==> src/rtl/weighted_rr_arbiter_pkg.sv <==
// Shared types and helpers for the weighted round-robin arbiter.
// Optional strict-priority classes are enabled with WEIGHTED_RR_ARB_PRIORITY_EN.
package weighted_rr_arb_pkg;

    localparam int MaxRequests = 32;
    localparam logic [5:0] GrantEncNone = '1;

    typedef enum logic {
        IDLE,
        OWN
    } arbState_e;

    // Bits 0..owner cleared, everything above set; owner 31 yields all zeros.
    function automatic logic [MaxRequests-1:0] nextMask(input logic [5:0] owner);
        logic [63:0] below;
        below = (64'd2 << owner) - 64'd1;
        return ~below[MaxRequests-1:0];
    endfunction

endpackage

==> src/rtl/weighted_rr_arbiter_if.sv <==
// Request/grant bundle between requesters (master) and the arbiter (slave).
// Carries the prio vector only when WEIGHTED_RR_ARB_PRIORITY_EN is defined.
interface weighted_rr_arbiter_if #(
    parameter int NumRequests = 8,
    parameter int WeightBits  = 4
);
    localparam int EncW = $clog2(NumRequests) + 1;

    logic [NumRequests-1:0]            req;
    logic [NumRequests-1:0]            lock;
    logic [NumRequests*WeightBits-1:0] weight;
    logic                              ack;
`ifdef WEIGHTED_RR_ARB_PRIORITY_EN
    logic [NumRequests-1:0]            prio;
`endif
    logic [NumRequests-1:0]            grant;
    logic [EncW-1:0]                   grant_enc;
    logic                              grant_valid;
    logic [WeightBits-1:0]             credit;

    modport master (
        output req, lock, weight, ack,
        input  grant, grant_enc, grant_valid, credit
`ifdef WEIGHTED_RR_ARB_PRIORITY_EN
        , output prio
`endif
    );

    modport slave (
        input  req, lock, weight, ack,
        output grant, grant_enc, grant_valid, credit
`ifdef WEIGHTED_RR_ARB_PRIORITY_EN
        , input prio
`endif
    );

endinterface

==> src/rtl/weighted_rr_arbiter_rr_pick.sv <==
// Combinational round-robin selector: lowest set bit of req&mask,
// falling back to the lowest set bit of req when the masked set is empty.
module rr_pick
    import weighted_rr_arb_pkg::*;
#(
    parameter int NumRequests = 8
) (
    input  logic [NumRequests-1:0]         i_req,
    input  logic [NumRequests-1:0]         i_mask,
    output logic [NumRequests-1:0]         o_onehot,
    output logic [$clog2(NumRequests):0]   o_enc,
    output logic                           o_valid
);
    localparam int EncW = $clog2(NumRequests) + 1;

    logic [NumRequests-1:0] w_masked;
    logic [NumRequests-1:0] w_src;

    assign w_masked = i_req & i_mask;
    assign w_src    = (|w_masked) ? w_masked : i_req;
    assign o_valid  = |i_req;

    always_comb begin
        o_onehot = '0;
        o_enc    = GrantEncNone[EncW-1:0];
        for (int i = NumRequests - 1; i >= 0; i--) begin
            if (w_src[i]) begin
                o_onehot    = '0;
                o_onehot[i] = 1'b1;
                o_enc       = EncW'(i);
            end
        end
    end

endmodule

==> src/rtl/weighted_rr_arbiter.sv <==
// Registered weighted round-robin arbiter with per-owner lock and credit.
// Define WEIGHTED_RR_ARB_PRIORITY_EN for a high/low class split with separate masks.
module weighted_rr_arbiter
    import weighted_rr_arb_pkg::*;
#(
    parameter int NumRequests = 8,
    parameter int WeightBits  = 4
) (
    input  logic                 clk,
    input  logic                 rst,
    input  logic                 ce,
    weighted_rr_arbiter_if.slave bus
);
    localparam int EncW = $clog2(NumRequests) + 1;
    localparam logic [WeightBits-1:0] CreditOne = WeightBits'(1);

    arbState_e               r_state, w_stateNext;
    logic [NumRequests-1:0]  r_grant, w_grantNext;
    logic [EncW-1:0]         r_enc, w_encNext;
    logic [WeightBits-1:0]   r_credit, w_creditNext;

    logic                    w_ownerReq;
    logic                    w_ownerLock;
    logic [NumRequests-1:0]  w_candReq;
    logic [NumRequests-1:0]  w_pick;
    logic [EncW-1:0]         w_pickEnc;
    logic                    w_pickValid;
    logic [WeightBits-1:0]   w_pickWeight;
    logic [WeightBits-1:0]   w_loadCredit;
    logic [MaxRequests-1:0]  w_maskAfterPick;
    logic                    w_unusedMaskBits;
    logic                    w_doGrant;
    logic                    w_doIdle;

    assign w_ownerReq  = |(bus.req & r_grant);
    assign w_ownerLock = |(bus.lock & r_grant);
    // On release the outgoing owner is excluded so another requester can take over.
    assign w_candReq   = (r_state == OWN) ? (bus.req & ~r_grant) : bus.req;

`ifdef WEIGHTED_RR_ARB_PRIORITY_EN
    logic [NumRequests-1:0] r_maskHi, w_maskHiNext;
    logic [NumRequests-1:0] r_maskLo, w_maskLoNext;
    logic [NumRequests-1:0] w_hiPick, w_loPick;
    logic [EncW-1:0]        w_hiEnc, w_loEnc;
    logic                   w_hiValid, w_loValid;
    logic                   w_hiExists, w_useHi, w_useLo;

    rr_pick #(.NumRequests(NumRequests)) u_pickHi (
        .i_req    (w_candReq & bus.prio),
        .i_mask   (r_maskHi),
        .o_onehot (w_hiPick),
        .o_enc    (w_hiEnc),
        .o_valid  (w_hiValid)
    );

    rr_pick #(.NumRequests(NumRequests)) u_pickLo (
        .i_req    (w_candReq & ~bus.prio),
        .i_mask   (r_maskLo),
        .o_onehot (w_loPick),
        .o_enc    (w_loEnc),
        .o_valid  (w_loValid)
    );

    // The low class waits while any high-class request, including the owner's, is pending.
    assign w_hiExists  = |(bus.req & bus.prio);
    assign w_useHi     = w_hiValid;
    assign w_useLo     = !w_hiValid && !w_hiExists && w_loValid;
    assign w_pick      = w_useHi ? w_hiPick : (w_useLo ? w_loPick : '0);
    assign w_pickEnc   = w_useHi ? w_hiEnc : (w_useLo ? w_loEnc : GrantEncNone[EncW-1:0]);
    assign w_pickValid = w_useHi || w_useLo;
`else
    logic [NumRequests-1:0] r_mask, w_maskNext;

    rr_pick #(.NumRequests(NumRequests)) u_pick (
        .i_req    (w_candReq),
        .i_mask   (r_mask),
        .o_onehot (w_pick),
        .o_enc    (w_pickEnc),
        .o_valid  (w_pickValid)
    );
`endif

    always_comb begin
        w_pickWeight = '0;
        for (int i = 0; i < NumRequests; i++) begin
            if (w_pick[i]) begin
                w_pickWeight = bus.weight[i*WeightBits +: WeightBits];
            end
        end
    end

    assign w_loadCredit     = (w_pickWeight == '0) ? CreditOne : w_pickWeight;
    assign w_maskAfterPick  = nextMask(6'(w_pickEnc));
    assign w_unusedMaskBits = ^w_maskAfterPick;

    always_comb begin
        w_stateNext  = r_state;
        w_grantNext  = r_grant;
        w_encNext    = r_enc;
        w_creditNext = r_credit;
        w_doGrant    = 1'b0;
        w_doIdle     = 1'b0;
`ifdef WEIGHTED_RR_ARB_PRIORITY_EN
        w_maskHiNext = r_maskHi;
        w_maskLoNext = r_maskLo;
`else
        w_maskNext   = r_mask;
`endif
        if (ce) begin
            unique case (r_state)
                IDLE: begin
                    w_doGrant = w_pickValid;
                end
                OWN: begin
                    if (w_ownerLock) begin
                        if (bus.ack && (r_credit > CreditOne)) begin
                            w_creditNext = r_credit - CreditOne;
                        end
                    end else if (!w_ownerReq || (bus.ack && (r_credit == CreditOne))) begin
                        w_doGrant = w_pickValid;
                        w_doIdle  = !w_pickValid;
                    end else if (bus.ack) begin
                        w_creditNext = r_credit - CreditOne;
                    end
                end
                default: w_doIdle = 1'b1;
            endcase

            if (w_doGrant) begin
                w_stateNext  = OWN;
                w_grantNext  = w_pick;
                w_encNext    = w_pickEnc;
                w_creditNext = w_loadCredit;
`ifdef WEIGHTED_RR_ARB_PRIORITY_EN
                if (w_useHi) begin
                    w_maskHiNext = w_maskAfterPick[NumRequests-1:0];
                end else begin
                    w_maskLoNext = w_maskAfterPick[NumRequests-1:0];
                end
`else
                w_maskNext   = w_maskAfterPick[NumRequests-1:0];
`endif
            end else if (w_doIdle) begin
                w_stateNext  = IDLE;
                w_grantNext  = '0;
                w_encNext    = GrantEncNone[EncW-1:0];
                w_creditNext = '0;
            end
        end
    end

    always_ff @(posedge clk) begin
        if (rst) begin
            r_state  <= IDLE;
            r_grant  <= '0;
            r_enc    <= GrantEncNone[EncW-1:0];
            r_credit <= '0;
`ifdef WEIGHTED_RR_ARB_PRIORITY_EN
            r_maskHi <= '1;
            r_maskLo <= '1;
`else
            r_mask   <= '1;
`endif
        end else begin
            r_state  <= w_stateNext;
            r_grant  <= w_grantNext;
            r_enc    <= w_encNext;
            r_credit <= w_creditNext;
`ifdef WEIGHTED_RR_ARB_PRIORITY_EN
            r_maskHi <= w_maskHiNext;
            r_maskLo <= w_maskLoNext;
`else
            r_mask   <= w_maskNext;
`endif
        end
    end

    assign bus.grant       = r_grant;
    assign bus.grant_enc   = r_enc;
    assign bus.grant_valid = |r_grant;
    assign bus.credit      = r_credit;

endmodule

==> src/flat_wrapper.sv <==
// flat-port wrapper written by rule: the top's interface ports become plain ports
module weighted_rr_arbiter_flat import weighted_rr_arb_pkg::*;
#(
    parameter int NumRequests = 8,
    parameter int WeightBits  = 4
)
  (clk, rst, ce, bus_req, bus_lock, bus_weight, bus_ack, bus_grant, bus_grant_enc, bus_grant_valid, bus_credit);
  weighted_rr_arbiter_if #(.NumRequests(NumRequests), .WeightBits(WeightBits)) bus_i ();
  input  logic clk;
  input  logic rst;
  input  logic ce;
  input wire logic [$bits(bus_i.req)-1:0] bus_req;
  input wire logic [$bits(bus_i.lock)-1:0] bus_lock;
  input wire logic [$bits(bus_i.weight)-1:0] bus_weight;
  input wire logic [$bits(bus_i.ack)-1:0] bus_ack;
  output wire logic [$bits(bus_i.grant)-1:0] bus_grant;
  output wire logic [$bits(bus_i.grant_enc)-1:0] bus_grant_enc;
  output wire logic [$bits(bus_i.grant_valid)-1:0] bus_grant_valid;
  output wire logic [$bits(bus_i.credit)-1:0] bus_credit;
  assign bus_i.req = bus_req;
  assign bus_i.lock = bus_lock;
  assign bus_i.weight = bus_weight;
  assign bus_i.ack = bus_ack;
  assign bus_grant = bus_i.grant;
  assign bus_grant_enc = bus_i.grant_enc;
  assign bus_grant_valid = bus_i.grant_valid;
  assign bus_credit = bus_i.credit;
  weighted_rr_arbiter #(.NumRequests(NumRequests), .WeightBits(WeightBits)) u_core (.clk(clk), .rst(rst), .ce(ce), .bus(bus_i));
endmodule
==> config.mk <==
export PLATFORM = sky130hd
export DESIGN_NAME = weighted_rr_arbiter_flat
export DESIGN_NICKNAME = d
export VERILOG_FILES = /design/src/rtl/weighted_rr_arbiter_pkg.sv /design/src/rtl/weighted_rr_arbiter_if.sv /design/src/rtl/weighted_rr_arbiter_rr_pick.sv /design/src/rtl/weighted_rr_arbiter.sv /design/src/flat_wrapper.sv
export SDC_FILE = /design/constraint.sdc
export NUM_CORES = 1
export LEC_CHECK = 0
export CAP_MARGIN = 20
export CELL_PAD_IN_SITES_DETAIL_PLACEMENT = 0
export CELL_PAD_IN_SITES_GLOBAL_PLACEMENT = 1
export CORE_AREA = 2 2 82 84
export CTS_BUF_LIST = sky130_fd_sc_hd__clkbuf_16
export DETAILED_ROUTE_END_ITERATION = 7
export DIE_AREA = 0 0 84 86
export MAX_ROUTING_LAYER = met4
export PLACE_DENSITY_LB_ADDON = 0.1
export SLEW_MARGIN = 10
export SYNTH_ARGS = -nofsm -noshare
export SYNTH_HDL_FRONTEND = slang
export SYNTH_SLANG_ARGS = --single-unit
==> constraint.sdc <==
create_clock -name clk -period 3.9 [get_ports clk]
set_input_delay 0.78 -clock clk [delete_from_list [all_inputs] [get_ports clk]]
set_output_delay 0.78 -clock clk [all_outputs]
set_load 0.01 [all_outputs]
==> metrics.txt, run 1 <==
part of the power in combinational logic=between 30% and 40%; WS Path Type=input pin to register; Detailed Route WL=7.25 mm; # setup viols final=0; syn_nets=between 200 and 300; status=completed; CP Launch Type=input pin; global routing usage on met1=28.2%; register bit total from synthesis=25; worst setup margin=~0.42 ns; synthesized cell area=2050 sq um; Setup TNS Final=0 ns; internal power=0.590 mW; r2r startpoint=u_core.r_state; Post-Synth Adder-Cell Area=1.83%; core footprint=6280 sq um; critical path capture point type=register; DIE AREA=7220 sq um; final worst path period share=about 90%; max-slew violation count=0; Die Height=86 um; main combinational cell family by area after synthesis=compound AO/OA/AOI/OAI gates; DR pass1 iterations=4; Sw Share=34.9%; largest net degree at the start of global routing=28; Switch Pwr=approximately 0.32 mW; Post-synth EDFFs=0; Synth Flop Type=dfxtp_1; vias in the first global route=2171; # hold bufs at CTS=0; Compound-Gate Fraction of Synth Area=a little under half; met2 Track Usage GR=32.3%; dpl cell area=2860 sq um; post-layout minimum cycle time=roughly 3.5 ns; fin area=2940 sq um; I/O Buffers=a little under 70; Die Wd=84 um; routed via count=2235; pre-CTS setup slack=0.176 ns; maxcap violations=0; async set-reset flop share out of synthesis=0%; sequential share of the synthesized area=about a quarter; P_leak=1.08 nW; synthesized instance count=between 200 and 250; worst-skew pair later-pin latency=0.27 ns; Synth Area per Inst=around 8.6 sq um; area added between synthesis and finish=43.4%; min-delay src=u_core.bus.grant_enc[3]; PD cells=308 nW/um^2; Post-CTS Setup Bufs=0; Antenna Nets Post-Route=0; Max rail drop VDD=0.185 mV; DRT iter0 DRCs=150; DPL Wire Length=5.69 mm; first-pass GRT wire length=~11 mm; class of the worst hold path=register to register; drt via density=about 5.7; global routing usage on met3=1.92%; post-CTS sizing=0; XOR/XNOR Fraction of Synth Area=0.855%; clk root buf=clkbuf_16; Clock Power Share=26.7%; initial antenna violation count=0; Worst Path Required=4.05 ns; clock skew=0.00294 ns; CTS Sinks=25; Yosys Warn Count=0; worst hold slack=around 0.49 ns; CTS tree=built; layout cells sized above 1=between 10% and 20%; Post-route DRC=0; Slew @ Worst Pin=0.647 ns; Post-Synth Simple-Gate Area=22.2%; RSZ-0062 raised after global routing=false; Critical Path Start=bus_req[6]; gr usage total=20.5%; CTS H-Tree Depth=1; WL/cell=18.5 um; CTS buffer count=3; mux share of post-synthesis cell area=0%; final hold viol count=0; io pins=between 60 and 70; critical path arrival=3.63 ns; CP max FO=10; ANT cells=0; # fillers=618; worst reg2reg setup slack=0.65 ns; gpl congestion=0.827; FP Rows=29; Synth cell types=64; Fmax achieved=288 MHz; Reg clk slew, reported paths=~0.070 ns; gr ovfl total=0; nets@finish=371; Starting Density=roughly 33%; busiest grt layer=met2; Slew HR=56.8%; CTS max path bufs=2; sequential power share=34.1%
final cells by class:
cell class              instances  area (sq um)  area share, %
clock buffers                   3          75.1           2.56
clock inverters                 1          5.00          0.170
inverters                       8          30.0           1.02
multi-input cells             197          1450           49.4
flip-flops and latches         25           500           17.0
well taps                      77          96.3           3.28
repair buffers                 81           778           26.5
registers in the layout (all words and copies together) (netlist names):
name,flops
u_core.bus.credit,4
u_core.bus.grant,8
u_core.bus.grant_enc,4
u_core.r_mask,8
u_core.r_state,1
placed cells by master (no fill, tap or decap), types with 4 or more instances in the layout:
cell type and count:
o21ai_0 7, or2_1 4, inv_1 8, dfxtp_1 25
a22oi_1 7, a211oi_1 5, nand2_2 4, buf_4 13
nor2_1 30, nor3_1 4, nand3_1 5, clkdlybuf4s50_1 68
a21oi_1 15, nand2b_1 6, nand2_1 25, o21ai_1 4
a41oi_2 5, nor3_2 4, a32oi_1 5
worst paths after layout:
kind,end,depth (start not counted)
worst max register to register,u_core.bus.credit[0],10
worst min-delay path,u_core.bus.grant_enc[3],2
worst min register to register,u_core.bus.grant_enc[3],2
worst max-delay path,u_core.bus.grant[5],10
power by group through the flow:
stage / Sequential, mW / Clock, mW / Combinational, mW
detailed placement: 0.314 / 0 / 0.353
floorplan: 0.310 / 0 / 0.204
global route: 0.312 / 0.253 / 0.385
CTS: 0.309 / 0.243 / 0.355
finish: 0.309 / 0.242 / 0.356
global placement: 0.315 / 0 / 0.353
per-stage QoR:
step / std cells / power [mW] / util [%]
5_1_grt: 392 / 0.951 / 46.8
6_report: 392 / 0.906 / 46.8
3_5_place_dp: 388 / 0.667 / 45.5
4_1_cts: 392 / 0.906 / 46.8
3_3_place_gp: 388 / 0.669 / 45.5
2_1_floorplan: 238 / 0.513 / -
synth_stat cells, drive strengths merged (2+ instances only):
master   n  share of area, %
nor2    31               5.8
nand2   29               5.8
dfxtp   25                24
a21oi   15               3.7
o21ai   11               2.7
a22oi    8               3.6
a32oi    8               6.2
a41oi    8               5.3
inv      8               1.5
nor3     8               2.9
a211oi   7               3.1
nand2b   6               1.8
o22ai    6               3.1
a21boi   5               2.7
buf      5               2.1
nand3    5               1.2
or2      4               1.2
a211o    3               1.3
a221oi   3               1.3
a22o     3               1.3
a32o     3               1.5
clkbuf   3               1.0
ha       3               1.8
o221a    3               1.6
a21o     2              0.73
a31oi    2              0.61
and2     2              0.61
nand3b   2              0.73
nor4     2              0.61
o311ai   2               2.1
routing by layer:
metal | part of all wire [%] | routed length, um | vias to the layer above
li1 | - | - | 1089
met1 | 49 | 3540 | 1082
met2 | 46 | 3310 | 58
met3 | 4.5 | 324 | 6
met4 | 1.0 | 74 | 0
met5 | 0 | 0 | -
critical path, cell delays in order:
cell	delay [ns]
clkdlybuf4s50_1	0.54
a21boi_2	0.31
a22oi_4	0.16
a41oi_2	0.29
o22ai_2	0.17
o41ai_2	0.60
or2_1	0.37
nor2_1	0.12
a32oi_1	0.24
nor2_1	0.05
logic make-up after synthesis:
logic type / Yosys count
adders and majority gates: 3
AOI/OAI and AO/OA: 99
xor gates and xnor gates: 2
and+or+nand+nor: 93
buffers and inverters: 16
DFF: 25
Note: power is estimated with default switching activity, not from simulation.
==> run 2, diff against run 1 <==
==> constraint.sdc (replaced) <==
create_clock -name clk -period 3.9 [get_ports clk]
set_input_delay 0.78 -clock clk [delete_from_list [all_inputs] [get_ports clk]]
set_output_delay 0.78 -clock clk [all_outputs]
set_load 0.02 [all_outputs]
==> results of run 2 <==
The final DEF is identical to that of run 1. Status: completed.
Main changes from that run: total power 0.906 mW -> 0.917 mW; worst IR drop on VDD 0.185 mV -> 0.187 mV
==> run 3, diff against run 2 <==
--- a/config.mk
+++ b/config.mk
@@ -10,10 +10,12 @@
 export CELL_PAD_IN_SITES_GLOBAL_PLACEMENT = 1
 export CORE_AREA = 2 2 82 84
 export CTS_BUF_LIST = sky130_fd_sc_hd__clkbuf_16
+export CTS_CLUSTER_SIZE = 25
 export DETAILED_ROUTE_END_ITERATION = 7
 export DIE_AREA = 0 0 84 86
 export MAX_ROUTING_LAYER = met4
-export PLACE_DENSITY_LB_ADDON = 0.1
+export PLACE_DENSITY_LB_ADDON = 0.05
+export RECOVER_POWER = 50
 export SLEW_MARGIN = 10
 export SYNTH_ARGS = -nofsm -noshare
 export SYNTH_HDL_FRONTEND = slang
==> metrics.txt, run 3 (synthesis results as in run 1) <==
Antenna Nets Post-Route=0 (unchanged); Max rail drop VDD=0.205 mV; critical path depth=10 (unchanged); critical path arrival=3.84 ns (+0.21 ns); gpl congestion=0.867 (+4.8%); CP max stage delay=0.58 ns (-0.02 ns); Worst setup endpoint=u_core.bus.grant[5]; DPL Wire Length=5.90 mm (+3.7%); worst-skew pair later-pin latency=0.26 ns (about the same); Setup TNS Final=0 ns (unchanged); Die Wd=84 um (unchanged); clk root buf=clkbuf_16; Worst path slowest cell=o41ai_2; ANT cells=0 (unchanged); initial antenna violation count=0 (unchanged); worst reg2reg path endpoint=u_core.bus.grant[2]; nets@finish=370 (-0.27%); Post-Route Utilization=46.9% (+0.080 points); CTS Sinks=25 (unchanged); WS Path Type=input pin to register; Starting Density=32.6% (unchanged); largest net degree at the start of global routing=16 (-43%); Sw Share=35.8%; post-layout minimum cycle time=3.68 ns (+0.200 ns); CTS max path bufs=2 (unchanged); routed via count=2206 (-1.3%); Reg clk slew, reported paths=0.07 ns (about the same); critical path capture point type=register; status=completed; CP Launch Type=input pin; Switch Pwr=~0.33 mW; cells along the critical path=clkdlybuf4s50_1 -> a21boi_2 -> a22oi_4 -> a41oi_1 -> o22ai_1 -> o41ai_2 -> or2_1 -> nor2_1 -> a32oi_1 -> nor2_1; internal power=0.587 mW; Post-route DRC=0 (unchanged); CTS tree=built; Clock Power Share=26.6%; # hold bufs at CTS=0 (unchanged); Die Height=86 um (unchanged); WL/cell=19.0 um (+2.5%); layout cells sized above 1=15.9% (-0.58 points); Top delay family on crit path=compound AO/OA/AOI/OAI gates; Fmax achieved=272 MHz (-5.4%); post-CTS sizing=0 (unchanged); Slew @ Worst Pin=0.718 ns (+0.0716 ns); final hold viol count=0 (unchanged); vias in the first global route=2100 (-3.3%); maxcap violations=0 (unchanged); CTS buffer count=3 (unchanged); Post-CTS Setup Bufs=0 (unchanged); commonest non-fill, non-tap cell in the layout=clkdlybuf4s50_1; most used cell, CP=nor2_1; max-slew violation count=0 (unchanged); clock skew=0.00415 ns (+0.00120 ns); gr usage total=20.8% (+0.29 points); PD cells=between 300 and 400 nW/um^2; DIE AREA=7220 sq um (unchanged); Inst Count DP=387 (-0.26%); commonest cells after routing, fill and taps aside=clkdlybuf4s50_1, nor2_1, nand2_1, dfxtp_1, dlygate4sd3_1; gr ovfl total=0 (unchanged); io pins=69 (unchanged); Detailed Route WL=7.41 mm (+2.3%); Finished Layout Cells=391 (-0.26%); CP max FO=10 (unchanged); Critical Path Start=bus_req[6]; part of the power in combinational logic=39.6%; I/O Buffers=68 (unchanged); # setup viols final=0 (unchanged); final worst path period share=94.3% (+5.1 points); first-pass GRT wire length=11.5 mm (+0.36%); CP Buf/Inv Count=1 (unchanged); r2r startpoint=u_core.r_state; core footprint=6280 sq um (unchanged); CTS H-Tree Depth=1 (unchanged); Slew HR=52.1% (-4.7 points); class of the worst hold path=register to register; RSZ-0062 raised after global routing=false; sequential power share=~34%; Worst Path Required=4.06 ns (about the same); DR pass1 iterations=4 (unchanged); DRT iter0 DRCs=112 (-25%); WHS Path Cells=2 (unchanged); area added between synthesis and finish=43.7%; worst reg2reg setup slack=0.41 ns (-0.24 ns); P_leak=1.10 nW (+2.5%); Register-to-Register Path Depth=9 (-1); FP Rows=29 (unchanged); drt via density=5.64 (-1.0%)
==> run 3: changes by cell type in the layout (fill, tap and decap cells not counted), sizes merged <==
cell,change
clkdlybuf4s50,-17
dlygate4sd3,+17
clkinv,-1
buf,-1
clkinvlp,+1
==> run 3: final cells by class <==
| cell class | instances | area, sq um |
|---|---|---|
| tap | 77 | 96.3 |
| fill | 632 | 3330 |
| sequential | 25 | 500 |
| clock buffer | 3 | 75.1 |
| clock inverter | 1 | 7.51 |
| multi-input combinational | 197 | 1450 |
| inverter | 8 | 30.0 |
| timing repair buffer | 80 | 783 |
==> run 3: power groups by stage <==
| stage | combinational, mW | clock (mW) | sequential (mW) |
|---|---|---|---|
| after floorplan | 0.205 | 0 | 0.319 |
| after global placement | 0.370 | 0 | 0.316 |
| after detailed placement | 0.367 | 0 | 0.315 |
| after CTS | 0.369 | 0.243 | 0.310 |
| after global routing | 0.391 | 0.260 | 0.313 |
| final | 0.363 | 0.244 | 0.309 |
==> run 3: worst reg2reg max path: stages (launching register included) <==
cell and delay [ns]:
dfxtp_1 0.73, a21boi_1 0.27, a32oi_4 0.40, a41oi_2 0.22, o22ai_2 0.34, or2_0 0.62
o31a_4 0.29, nand2_1 0.20, a22oi_1 0.25, nor2_1 0.05
==> run 3: worst min path at each step <==
stage,startpoint,end
4_1_cts,u_core.bus.grant_enc[0],u_core.bus.grant_enc[0]
3_5_place_dp,u_core.bus.grant_enc[0],u_core.bus.grant_enc[0]
5_1_grt,u_core.bus.grant_enc[3],u_core.bus.grant_enc[3]
2_1_floorplan,u_core.r_mask[7],u_core.r_mask[7]
3_3_place_gp,u_core.bus.grant_enc[0],u_core.bus.grant_enc[0]
6_report,u_core.bus.grant_enc[0],u_core.bus.grant_enc[0]
==> run 3: routing by layer <==
metal	wire length (um)	part of all wire, %	GRT usage [%]
met2	3470	47	33.6
met3	331	4.5	1.44
met5	0	0	-
met1	3560	48	29.4
met4	43	0.58	3.08
==> run 3: through the flow <==
stage	setup slack, ns	area [sq um]	total power [mW]	hold slack (ns)
after floorplan	0.971	2050	0.524	0.451
after global placement	0.0876	2860	0.686	0.471
after detailed placement	0.0256	2860	0.682	0.471
after CTS	0.255	2950	0.921	0.495
after global routing	0.0255	2940	0.963	0.521
final	0.223	2940	0.915	0.489
